### config.mk
export PLATFORM = sky130hd
export DESIGN_NAME = seq_encoder_flat
export DESIGN_NICKNAME = d
export VERILOG_FILES = /design/src/rtl/seq_encoder_pkg.sv /design/src/rtl/seq_encoder_if.sv /design/src/rtl/prio_enc32.sv /design/src/rtl/seq_encoder.sv /design/src/flat_wrapper.sv
export SDC_FILE = /design/constraint.sdc
export NUM_CORES = 1
export LEC_CHECK = 0
export ABC_AREA = 1
export BUFFER_PORTS_ARGS = -buffer_cell sky130_fd_sc_hd__buf_2
export CORE_UTILIZATION = 40
export CTS_CLUSTER_SIZE = 12
export DETAILED_ROUTE_END_ITERATION = 8
export GPL_TIMING_DRIVEN = 0
export PLACE_DENSITY_LB_ADDON = 0.12
export SLEW_MARGIN = 10
export SYNTH_ARGS = -nofsm -noshare
export SYNTH_HDL_FRONTEND = slang
export SYNTH_SLANG_ARGS = --single-unit
### constraint.sdc
create_clock -name clk -period 2.8 [get_ports clk]
set_input_delay 0.56 -clock clk [delete_from_list [all_inputs] [get_ports clk]]
set_output_delay 0.56 -clock clk [all_outputs]
set_load 0.05 [all_outputs]
### src/rtl/seq_encoder_pkg.sv
// Shared constants and state encoding for the sequential 32-to-5 encoder.
package seq_encoder_pkg;

   localparam int DEF_WIDTH = 32;
   localparam int DEF_IDX_W = 5;

   // 2'd3 is unused and recovers to IDLE
   typedef enum logic [1:0] {
      IDLE = 2'd0,
      EMIT = 2'd1,
      DONE = 2'd2
   } state_t;

endpackage

### src/rtl/seq_encoder_if.sv
// Load/emit handshake bundle between a mask producer and the encoder.
interface seq_encoder_if
   import seq_encoder_pkg::*;
#(
   parameter int WIDTH = DEF_WIDTH,
   parameter int IDX_W = $clog2(WIDTH)
);

   logic             iEna;
   logic             iLoad;
   logic [WIDTH-1:0] iData;
   logic             iReady;
   logic             oValid;
   logic [IDX_W-1:0] oData;
   logic             oBusy;
   logic             oDone;
   logic [IDX_W:0]   oCount;

   modport master (
      output iEna, iLoad, iData, iReady,
      input  oValid, oData, oBusy, oDone, oCount
   );

   modport slave (
      input  iEna, iLoad, iData, iReady,
      output oValid, oData, oBusy, oDone, oCount
   );

endinterface

### src/rtl/prio_enc32.sv
// Combinational lowest-set-bit encoder; idx is 0 for an all-zero vector.
module prio_enc32
   import seq_encoder_pkg::*;
#(
   parameter int WIDTH = DEF_WIDTH,
   parameter int IDX_W = $clog2(WIDTH)
) (
   input  logic [WIDTH-1:0] vector,
   output logic [IDX_W-1:0] idx,
   output logic             zero
);

   // Scan from the top so the lowest set bit wins
   always_comb begin
      idx  = '0;
      zero = ~|vector;
      for (int i = WIDTH - 1; i >= 0; i--) begin
         if (vector[i]) idx = IDX_W'(i);
      end
   end

endmodule

### src/rtl/seq_encoder.sv
// Sequential multi-hot to index encoder: emits each set bit, lowest first,
// one index per valid/ready handshake.
module seq_encoder
   import seq_encoder_pkg::*;
#(
   parameter int WIDTH = DEF_WIDTH,
   parameter int IDX_W = $clog2(WIDTH)
) (
   input logic          clk,
   input logic          rst,
   seq_encoder_if.slave bus
);

   state_t           state, stateNext;
   logic [WIDTH-1:0] pending, pendingNext;
   logic [WIDTH-1:0] cleared;
   logic [IDX_W-1:0] data, dataNext;
   logic [IDX_W:0]   count, countNext;
   logic [IDX_W-1:0] loadIdx, advIdx;
   logic             loadZero, advZero;

   prio_enc32 #(.WIDTH(WIDTH), .IDX_W(IDX_W)) uLoadEnc (
      .vector (bus.iData),
      .idx    (loadIdx),
      .zero   (loadZero)
   );

   prio_enc32 #(.WIDTH(WIDTH), .IDX_W(IDX_W)) uAdvEnc (
      .vector (cleared),
      .idx    (advIdx),
      .zero   (advZero)
   );

   always_comb begin
      cleared       = pending;
      cleared[data] = 1'b0;
   end

   always_ff @(posedge clk or posedge rst) begin
      if (rst) begin
         state   <= IDLE;
         pending <= '0;
         data    <= '0;
         count   <= '0;
      end else begin
         state   <= stateNext;
         pending <= pendingNext;
         data    <= dataNext;
         count   <= countNext;
      end
   end

   always_comb begin
      stateNext   = state;
      pendingNext = pending;
      dataNext    = data;
      countNext   = count;
      if (bus.iEna) begin
         unique case (state)
            IDLE: begin
               if (bus.iLoad) begin
                  pendingNext = bus.iData;
                  countNext   = '0;
                  if (loadZero) begin
                     stateNext = DONE;
                  end else begin
                     dataNext  = loadIdx;
                     stateNext = EMIT;
                  end
               end
            end
            EMIT: begin
               if (bus.iReady) begin
                  pendingNext = cleared;
                  countNext   = count + {{IDX_W{1'b0}}, 1'b1};
                  dataNext    = advIdx;
                  if (advZero) stateNext = DONE;
               end
            end
            DONE:    stateNext = IDLE;
            default: stateNext = IDLE;
         endcase
      end
   end

   // Pure decodes of registered state: no input-to-output paths
   assign bus.oValid = (state == EMIT);
   assign bus.oBusy  = (state != IDLE);
   assign bus.oDone  = (state == DONE);
   assign bus.oData  = data;
   assign bus.oCount = count;

endmodule

### src/flat_wrapper.sv
// flat-port wrapper written by rule: the top's interface ports become plain ports
module seq_encoder_flat import seq_encoder_pkg::*;
#(
   parameter int WIDTH = DEF_WIDTH,
   parameter int IDX_W = $clog2(WIDTH)
)
  (clk, rst, bus_iEna, bus_iLoad, bus_iData, bus_iReady, bus_oValid, bus_oData, bus_oBusy, bus_oDone, bus_oCount);
  seq_encoder_if #(.WIDTH(WIDTH), .IDX_W(IDX_W)) bus_i ();
  input logic clk;
  input logic rst;
  input wire logic [$bits(bus_i.iEna)-1:0] bus_iEna;
  input wire logic [$bits(bus_i.iLoad)-1:0] bus_iLoad;
  input wire logic [$bits(bus_i.iData)-1:0] bus_iData;
  input wire logic [$bits(bus_i.iReady)-1:0] bus_iReady;
  output wire logic [$bits(bus_i.oValid)-1:0] bus_oValid;
  output wire logic [$bits(bus_i.oData)-1:0] bus_oData;
  output wire logic [$bits(bus_i.oBusy)-1:0] bus_oBusy;
  output wire logic [$bits(bus_i.oDone)-1:0] bus_oDone;
  output wire logic [$bits(bus_i.oCount)-1:0] bus_oCount;
  assign bus_i.iEna = bus_iEna;
  assign bus_i.iLoad = bus_iLoad;
  assign bus_i.iData = bus_iData;
  assign bus_i.iReady = bus_iReady;
  assign bus_oValid = bus_i.oValid;
  assign bus_oData = bus_i.oData;
  assign bus_oBusy = bus_i.oBusy;
  assign bus_oDone = bus_i.oDone;
  assign bus_oCount = bus_i.oCount;
  seq_encoder #(.WIDTH(WIDTH), .IDX_W(IDX_W)) u_core (.clk(clk), .rst(rst), .bus(bus_i));
endmodule
==> metrics, run 1 <==
worst-case vdd ir drop=0.358 mV; Worst Tran Pin Value=545 ps; final core occ=0.495; layout cells sized above 1=0.176; critical path type=flop to flop; Area Growth Syn to Fin=19.8%; pwr/cell area=1090 nW/um^2; outcome=finished clean; post-synthesis mux area share=0; pin count of the biggest net entering global routing=26; Critical Path AT=2850 ps; Bufs on Longest Clock Path=2; final-stage net count=617; CTS Buf Count=5; Top-Level Pins=51; register area=1130 sq um; detailed placement HPWL=7130 microns; Routed wire per std cell=13.7 microns; endpoints failing hold=0; antenna-violating nets left=0; Worst Reg2Reg Path Length in Cells=34; number of max-cap violations=0; post-synthesis net count=551; CTS root buf=clkbuf_8; final setup fails=0; total power=4.17 mW; core area=7730 sq um; n_diodes=0; Post-Synth XOR/XNOR Area=0.00275; DRC violations left=0; Layout Skew=10.8 ps; Die X=91.3 microns; simple-gate share of the synthesized area=0.245; Synth Area in Adders=0.00392; Synth Area in Compound Gates=0.251; max_slew headroom=0.637; commonest non-fill, non-tap cell in the layout=nand2_1; Avg Cell Area, Syn=6.22 sq um; vias post-DR=3449; die height=91.3 microns; num rows=32; WL final=9350 microns; Top cell by count, worst path=nand2_1; gr ovfl total=0; clk slew on worst S/H paths=100 ps; crit start category=flop; largest family of logic cells by synthesized area=compound AO/OA/AOI/OAI gates; static leakage=2.08 nW; Port Buffers=50; Fmax=386 MHz; Largest stage delay, worst path=490 ps; Yosys reg bits=45; iteration count of the initial detailed-routing pass=4; Worst setup EP type=flop; drt via density=5.06; routability congestion estimate=0.862; worst-path fanout max=6; CTS tree=built; # H-tree levels=2; GR Util All Layers=0.236; post-synthesis cell area=3190 sq um; slowest CP cell=dfrtp_2; cells after synthesis=513; Syn. warnings=0; initial antenna violation count=0; DR iter-0 viols=173; WP data required=3050 ps; layout filler cell count=817; first-pass GRT wire length=15400 microns; max-slew violation total from the final report=0; Tcrit/Tclk final=0.926; Seq/Total Area, Yosys=0.353; die footprint=8340 sq um; worst min path class=input pin to asynchronous set/reset pin; most frequent cells in the layout=nand2_1 (118), inv_1 (99), o21ai_0 (65), a21oi_1 (52), buf_2 (50); RSZ-0062 raised after global routing=yes; crit path time final=2590 ps; Clock Latency Late Sink=320 ps; Initial Util=0.413; number of global-route vias before repair=3285; Multi-input gate area=1660 sq um; clk sinks=45; count of cell types in the netlist=30; worst hold slack=263 ps
==> metrics by stage <==
stage | worst slack (ps) | instance area (sq um) | setup TNS [ps] | cells
after CTS | 38.3 | 3680 | 0 | 674
after global placement | 18.4 | 3570 | 0 | 665
final | 206 | 3820 | 0 | 682
after floorplan | 184 | 3190 | 0 | 513
after detailed placement | 26.0 | 3590 | 0 | 666
after global routing | -137 | 3820 | -172 | 682
==> worst paths after layout <==
path                                                  from                         endpoint  slack (ps)
max                        u_core.bus.oData[2]$_DFFE_PP0P_  u_core.bus.oData[0]$_DFFE_PP0P_         210
min                                                    rst   u_core.pending[20]$_DFFE_PP0P_         260
max reg2reg                u_core.bus.oData[2]$_DFFE_PP0P_  u_core.bus.oData[0]$_DFFE_PP0P_         210
min reg2reg                  u_core.pending[7]$_DFFE_PP0P_    u_core.pending[7]$_DFFE_PP0P_         480
max in group asynchronous                              rst  u_core.bus.oData[2]$_DFFE_PP0P_        2010
min in group clk             u_core.pending[7]$_DFFE_PP0P_    u_core.pending[7]$_DFFE_PP0P_         480
==> Yosys cell counts <==
cell | instances | area share
nand3_1 | 7 | 0.011
or2_2 | 1 | 0.0020
o32ai_1 | 1 | 0.0027
a22oi_1 | 4 | 0.0094
clkinv_1 | 3 | 0.0035
a21o_1 | 1 | 0.0024
o21ai_0 | 69 | 0.11
o211ai_1 | 6 | 0.014
a31oi_1 | 3 | 0.0059
nand2_1 | 122 | 0.14
o21bai_1 | 1 | 0.0024
xor2_1 | 1 | 0.0027
o311ai_0 | 1 | 0.0027
nor2_1 | 49 | 0.058
o21ai_2 | 1 | 0.0027
clkbuf_1 | 13 | 0.015
inv_1 | 107 | 0.13
a21oi_2 | 1 | 0.0027
and3_1 | 1 | 0.0020
nand4_1 | 3 | 0.0059
a21boi_0 | 1 | 0.0024
ha_1 | 1 | 0.0039
o22ai_1 | 1 | 0.0020
nand3_2 | 1 | 0.0031
a2111o_1 | 1 | 0.0035
nor3_1 | 9 | 0.014
o31ai_1 | 2 | 0.0047
a21oi_1 | 54 | 0.085
dfrtp_1 | 45 | 0.35
nor4_1 | 3 | 0.0059
==> cell families after synthesis <==
logic type / Yosys count
buffers and inverters: 123
adders and majority gates: 1
xor gates and xnor gates: 1
AOI/OAI and AO/OA: 147
and+or+nand+nor: 196
DFF: 45
==> flip-flops by register name, summed over array words and instances (netlist names) <==
name,flops
u_core.bus.oData,5
u_core.state,2
u_core.bus.oCount,6
u_core.pending,32
==> worst max-delay path: cells and delay by family (launching register included) <==
kind | cells | cell delay, ps
AOI/OAI and AO/OA | 2 | 290
DFF | 1 | 490
and+or+nand+nor | 32 | 1750
==> per-layer routing <==
metal  vias up  GRT usage  wire length [microns]
met4         0     0.0463                    116
met2        76      0.399                   4310
met3        12     0.0369                    427
li1       1757          -                      -
met1      1604      0.321                   4500
met5         -          0                      0
==> layout make-up <==
class,instances,area share
buffer,13,0.0137
timing repair buffer,59,0.0864
clock buffer,5,0.0180
sequential,45,0.296
multi-input combinational,345,0.435
tap,102,0.0334
clock inverter,3,0.00655
inverter,110,0.110
==> where the power goes <==
part	switching (mW)	internal (mW)
combinational	1.80	0.766
sequential	0.194	0.957
clock	0.269	0.181
total	2.26	1.90
==> what timing repair did <==
| item | in CTS | in global routing |
|---|---|---|
| hold buffers | 0 | 0 |
| gates resized for setup | 1 | 40 |
| pin swaps | 0 | 3 |
| setup buffers | 0 | 8 |
| endpoints found under the hold margin | 0 | 0 |
| endpoints found under the setup margin | 1 | 26 |
Note: power is estimated with default switching activity, not from simulation.
==> inputs of run 2 (changes only) <==
--- a/config.mk
+++ b/config.mk
@@ -5,7 +5,6 @@
 export SDC_FILE = /design/constraint.sdc
 export NUM_CORES = 1
 export LEC_CHECK = 0
-export ABC_AREA = 1
 export BUFFER_PORTS_ARGS = -buffer_cell sky130_fd_sc_hd__buf_2
 export CORE_UTILIZATION = 40
 export CTS_CLUSTER_SIZE = 12
==> run 2 against run 1 <==
Net effect: register-to-register slack better by 20 ps; clock skew hardly changed; sequential cell count stayed put; largest cell class unchanged; highest routed layer unchanged.
==> metrics, run 2 <==
# H-tree levels=2 (unchanged); pwr/cell area=890 nW/um^2 (was 1090 nW/um^2); endpoints failing hold=0 (unchanged); max reg flops=32 (unchanged); cell area after layout=3980 sq um (was 3820 sq um); max_slew headroom=0.510 (was 0.637); detailed placement HPWL=9450 microns (was 7130 microns); final core occ=0.480 (was 0.495); critical path type=flop to flop (unchanged); Avg Cell Area, Syn=7.37 sq um (was 6.22 sq um); Bufs on Longest Clock Path=2 (unchanged); Clock Latency Late Sink=320 ps (about the same); num rows=33 (was 32); top-count cell post-synth=o21ai_0 (was nand2_1); Worst Tran Pin Value=736 ps (was 545 ps); iteration count of the initial detailed-routing pass=5 (was 4); gr ovfl total=0 (unchanged); Yosys reg bits=45 (unchanged); die height=94.9 microns (was 91.3 microns); Worst Reg2Reg Path Length in Cells=8 (was 34); antenna-violating nets left=0 (unchanged); Biggest register=u_core.pending (unchanged); Tcrit/Tclk final=0.920 (was 0.926); Port Buffers=50 (unchanged); cells after synthesis=468 (was 513); routability congestion estimate=0.932 (was 0.862); outcome=finished clean (unchanged); Critical Path AT=2760 ps (was 2850 ps); # Post-CTS Setup Buffers=0 (unchanged); vias post-DR=3973 (was 3449); number of global-route vias before repair=3643 (was 3285); Int Pwr=1.82 mW (was 1.90 mW); synth cell count leaders=o21ai_0 (77), nand2_1 (59), dfrtp_1 (45) (was nand2_1 (122), inv_1 (107), o21ai_0 (69)); clock share of power=0.175 (was 0.108); GR Util All Layers=0.294 (was 0.236); area of placed instances=3850 sq um (was 3590 sq um); layout cells sized above 1=0.160 (was 0.176); Syn. warnings=0 (unchanged); top post-synthesis cells by area=dfrtp_1 (33%), o21ai_0 (11%), nand2_1 (6.4%), nor2_1 (4.8%), a21oi_1 (4.5%) (was dfrtp_1 (35%), nand2_1 (14%), inv_1 (13%), o21ai_0 (11%), a21oi_1 (8.5%)); worst-path fanout max=10 (was 6); CTS Buf Count=5 (unchanged); number of max-cap violations=0 (unchanged); total power=3.54 mW (was 4.17 mW); Routed wire per std cell=19.9 microns (was 13.7 microns); final-stage net count=563 (was 617); Sum Neg Setup Slack=0 ps (unchanged); Reg power frac=0.304 (was 0.276); power share of the combinational group=0.521 (was 0.616); die footprint=9000 sq um (was 8340 sq um); largest family of logic cells by synthesized area=compound AO/OA/AOI/OAI gates (unchanged); Seq/Total Area, Yosys=0.327 (was 0.353); worst min path class=input pin to asynchronous set/reset pin (unchanged); top_reg_cell synth=dfrtp_1 (unchanged); Net Switching=1.72 mW (was 2.26 mW); most frequent cells in the layout=o21ai_0 (77), nand2_1 (59), buf_2 (57), dfrtp_1 (45), nor2_1 (44) (was nand2_1 (118), inv_1 (99), o21ai_0 (65), a21oi_1 (52), buf_2 (50)); core area=8300 sq um (was 7730 sq um); Initial Util=0.415 (was 0.413); hold-fix buffer count after cts=0 (unchanged); Area Growth Syn to Fin=15.4% (was 19.8%); commonest non-fill, non-tap cell in the layout=o21ai_0 (was nand2_1); Synth Area in Compound Gates=0.345 (was 0.251); final setup fails=0 (unchanged); Synth Area in Adders=0.00363 (was 0.00392); Synth area leader=dfrtp_1 (unchanged); Worst setup EP type=flop (unchanged); clk sinks=45 (unchanged); DR iter-0 viols=352 (was 173); post-synthesis mux area share=0.00653 (was 0); RSZ-0062 raised after global routing=no (was yes); CTS tree=built (unchanged); pin count of the biggest net entering global routing=29 (was 26); simple-gate share of the synthesized area=0.271 (was 0.245); Die X=94.9 microns (was 91.3 microns); initial antenna violation count=0 (unchanged); number of synthesized flops with an enable pin=0 (unchanged); placed cells=624 (was 666); n_diodes=0 (unchanged); Fmax=388 MHz (was 386 MHz); CTS resizes=0 (was 1); async set-reset flop share out of synthesis=1.00 (unchanged); post-synthesis cell area=3450 sq um (was 3190 sq um); DRC violations left=0 (unchanged); post-synthesis net count=506 (was 551); worst-case vdd ir drop=0.470 mV (was 0.358 mV); first-pass GRT wire length=19700 microns (was 15400 microns); post-route non-filler standard cell count=631 (was 682); WL final=12600 microns (was 9350 microns); count of cell types in the netlist=58 (was 30); max-slew violation total from the final report=0 (unchanged); Post-Synth XOR/XNOR Area=0 (was 0.00275); Top-Level Pins=51 (unchanged); crit path time final=2580 ps (was 2590 ps); drt via density=6.30 (was 5.06); Layout Skew=10.5 ps (was 10.8 ps); static leakage=1.62 nW (was 2.08 nW); CTS root buf=clkbuf_8 (unchanged); share of the synthesized area in the top cell type=0.327 (was 0.353); crit start category=flop (unchanged); clk slew on worst S/H paths=100 ps (about the same); WP data required=2990 ps (was 3050 ps); Switching Fraction=0.486 (was 0.543)
run 2: stage by stage:
| step | hold slack, ps | setup WS (ps) |
|---|---|---|
| after floorplan | 444 | 470 |
| after global placement | 469 | 169 |
| after detailed placement | 482 | 170 |
| after CTS | 242 | 180 |
| after global routing | 263 | 35.4 |
| final | 224 | 224 |
run 2: cell type report:
class,count,area (sq um)
Buffer,23,98.8
Clock inverter,3,65.1
Multi-Input combinational cell,383,2160
Sequential cell,45,1130
Inverter,16,60.1
Timing Repair Buffer,51,270
Clock buffer,5,68.8
Tap cell,105,131
Fill cell,856,4320
run 2: worst max-delay path, stage by stage, from the launching register on:
cell and delay [ps]:
dfrtp_1 370, buf_2 240, buf_4 240, nand3_1 170, o31ai_2 350, nand4_1 260, nor4_1 410, and3_1 260
a41oi_1 140
run 2: routing by layer:
metal	global-route usage	routed length (microns)	vias up
met5	0	0	-
met4	0.104	363	0
met3	0.0443	1070	29
met2	0.460	5600	195
met1	0.410	5520	1885
li1	-	-	1864
run 2: logic make-up (layout without fill, tap and decap cells):
logic type | count (synthesis) | count (layout)
flops | 45 | 45
simple gates | 186 | 186
buf+inv | 40 | 98
mux | 2 | 2
fa+ha+maj | 1 | 1
compound gates | 194 | 194
run 2: power groups by stage:
stage	Combinational [mW]	Clock, mW	Sequential, mW
floorplan	1.13	0	1.22
global placement	1.79	0	1.08
detailed placement	1.80	0	1.08
CTS	1.81	0.624	1.07
global route	2.02	0.655	1.10
finish	1.85	0.621	1.08
run 2: worst paths after layout:
| check | startpoint | end | slack [ps] |
|---|---|---|---|
| worst max register to register | u_core.bus.oData[0]$_DFFE_PP0P_ | u_core.state[0]$_DFFE_PP0P_ | 220 |
| worst min register to register | u_core.bus.oCount[5]$_DFFE_PP0P_ | u_core.bus.oCount[5]$_DFFE_PP0P_ | 490 |
| max in group asynchronous | rst | u_core.pending[12]$_DFFE_PP0P_ | 2070 |
| worst max-delay path | u_core.bus.oData[0]$_DFFE_PP0P_ | u_core.state[0]$_DFFE_PP0P_ | 220 |
| min in group clk | bus_iReady | u_core.state[0]$_DFFE_PP0P_ | 460 |
| worst min-delay path | rst | u_core.pending[24]$_DFFE_PP0P_ | 220 |
==> inputs of run 3 (changes only) <==
==> constraint.sdc (replaced) <==
create_clock -name clk -period 3.3 [get_ports clk]
set_input_delay 0.66 -clock clk [delete_from_list [all_inputs] [get_ports clk]]
set_output_delay 0.66 -clock clk [all_outputs]
set_load 0.05 [all_outputs]
==> run 3 against run 2 <==
Net effect: first-iteration DRC count down 5.7%; sequential share of layout area about the same; wire length about the same; clock power down 15%; critical path type is now flop to output pin; largest cell class unchanged.
==> metrics, run 3 (synthesis results as in run 2) <==
Initial Util=0.415 (unchanged); endpoints failing hold=0 (unchanged); # Post-CTS Setup Buffers=0 (unchanged); Clock Latency Late Sink=320 ps (about the same); Biggest register=u_core.pending (unchanged); die height=94.9 microns (unchanged); clk slew on worst S/H paths=100 ps (about the same); first-pass GRT wire length=19700 microns (unchanged); Worst setup EP type=output pin (was flop); GR Util All Layers=0.294 (unchanged); number of global-route vias before repair=3643 (unchanged); worst min path class=input pin to asynchronous set/reset pin (unchanged); core area=8300 sq um (unchanged); number of max-cap violations=0 (unchanged); hold-fix buffer count after cts=0 (unchanged); critical path's top delay family=buffers and inverters (was simple AND/OR/NAND/NOR gates); Bufs on Longest Clock Path=2 (unchanged); Worst Setup SP=u_core.state[0]$_DFFE_PP0P_ (was u_core.bus.oData[0]$_DFFE_PP0P_); Top cell by count, worst path=buf_2; worst-case vdd ir drop=0.399 mV (was 0.470 mV); CTS tree=built (unchanged); Worst Tran Pin Value=726 ps (was 736 ps); crit start category=flop (unchanged); Top-Level Pins=51 (unchanged); WP data required=2640 ps (was 2990 ps); Layout Skew=12.8 ps (was 10.5 ps); final core occ=0.480 (about the same); detailed placement HPWL=9450 microns (unchanged); WL final=12600 microns (about the same); cell area after layout=3980 sq um (about the same); final-stage net count=564 (was 563); Crit path buffers/inverters=4 (was 2); Die X=94.9 microns (unchanged); outcome=finished clean (unchanged); Fmax=361 MHz; layout cells sized above 1=0.159 (was 0.160); DRC violations left=0 (unchanged); # H-tree levels=2 (unchanged); clk sinks=45 (unchanged); initial antenna violation count=0 (unchanged); crit path time final=2770 ps; max_slew headroom=0.516 (was 0.510); gr ovfl total=0 (unchanged); commonest non-fill, non-tap cell in the layout=o21ai_0 (unchanged); Critical Path AT=2110 ps (was 2760 ps); RSZ-0062 raised after global routing=no (unchanged); Tcrit/Tclk final=0.840; Largest stage delay, worst path=420 ps (was 410 ps); Area Growth Syn to Fin=15.5% (was 15.4%); max-slew violation total from the final report=0 (unchanged); num rows=33 (unchanged); static leakage=1.62 nW (about the same); DR iter-0 viols=332 (was 352); CTS Buf Count=5 (unchanged); max reg flops=32 (unchanged); drt via density=6.29 (was 6.30); worst slack, placed=570 ps (was 170 ps); antenna-violating nets left=0 (unchanged); Reg-to-Reg Start=u_core.bus.oData[1]$_DFFE_PP0P_ (was u_core.bus.oData[0]$_DFFE_PP0P_); iteration count of the initial detailed-routing pass=7 (was 5); n_diodes=0 (unchanged); critical path type=flop to output pin (was flop to flop); Port Buffers=50 (unchanged); slowest CP cell=clkbuf_1 (was nor4_1); CTS resizes=0 (unchanged); routability congestion estimate=0.932 (unchanged); Sum Neg Setup Slack=0 ps (unchanged); vias post-DR=3974 (was 3973); CTS root buf=clkbuf_8 (unchanged); area of placed instances=3850 sq um (unchanged); worst-path fanout max=10 (unchanged); die footprint=9000 sq um (unchanged); pin count of the biggest net entering global routing=29 (unchanged); most frequent cells in the layout=o21ai_0 (77), nand2_1 (59), buf_2 (57), dfrtp_1 (45), nor2_1 (44) (unchanged); worst hold slack=328 ps (was 224 ps); Routed wire per std cell=19.9 microns (about the same); Worst Slack Setup Final=529 ps (was 224 ps); final setup fails=0 (unchanged); pwr/cell area=754 nW/um^2 (was 890 nW/um^2); crit-path cells=buf_2, nand2_1, inv_2, clkbuf_1, buf_2 (was buf_2, buf_4, nand3_1, o31ai_2, nand4_1, nor4_1, and3_1, a41oi_1)
[run 3: through the flow]
step | power, mW | cells
3_3_place_gp | 2.43 | 623
4_1_cts | 2.97 | 632
2_1_floorplan | 1.99 | 468
6_report | 3.00 | 632
3_5_place_dp | 2.44 | 624
5_1_grt | 3.20 | 632
[run 3: where the power goes]
part / switching (mW) / internal [mW]
logic: 1.05 / 0.516
clock network: 0.223 / 0.301
registers: 0.186 / 0.727
total: 1.46 / 1.54
[run 3: worst register-to-register path: cells and delay by family, from the launching register on]
kind / cells / cell delay, ps
buf+inv: 2 / 560
flops: 1 / 440
compound gates: 4 / 670
simple gates: 3 / 850
[run 3: layout make-up]
class | count | area [sq um]
buffer | 24 | 103
clock buffer | 5 | 68.8
clock inverter | 3 | 65.1
fill | 857 | 4320
inverter | 16 | 60.1
multi-input combinational | 383 | 2160
sequential | 45 | 1130
tap | 105 | 131
timing repair buffer | 51 | 270
[run 3: final timing paths]
path	slack, ps	cells after the start	end
worst max-delay path	530	5	bus_oValid
worst min-delay path	330	2	u_core.pending[24]$_DFFE_PP0P_
worst max register to register	710	9	u_core.bus.oData[4]$_DFFE_PP0P_
worst min register to register	490	1	u_core.bus.oCount[5]$_DFFE_PP0P_
max in group asynchronous	2470	3	u_core.bus.oData[3]$_DFFE_PP0P_
min in group clk	490	1	u_core.bus.oCount[5]$_DFFE_PP0P_
[run 3: per-layer routing]
metal	GRT usage	wire, microns
met1	0.410	5670
met2	0.460	5610
met3	0.0443	946
met4	0.104	329
met5	0	0
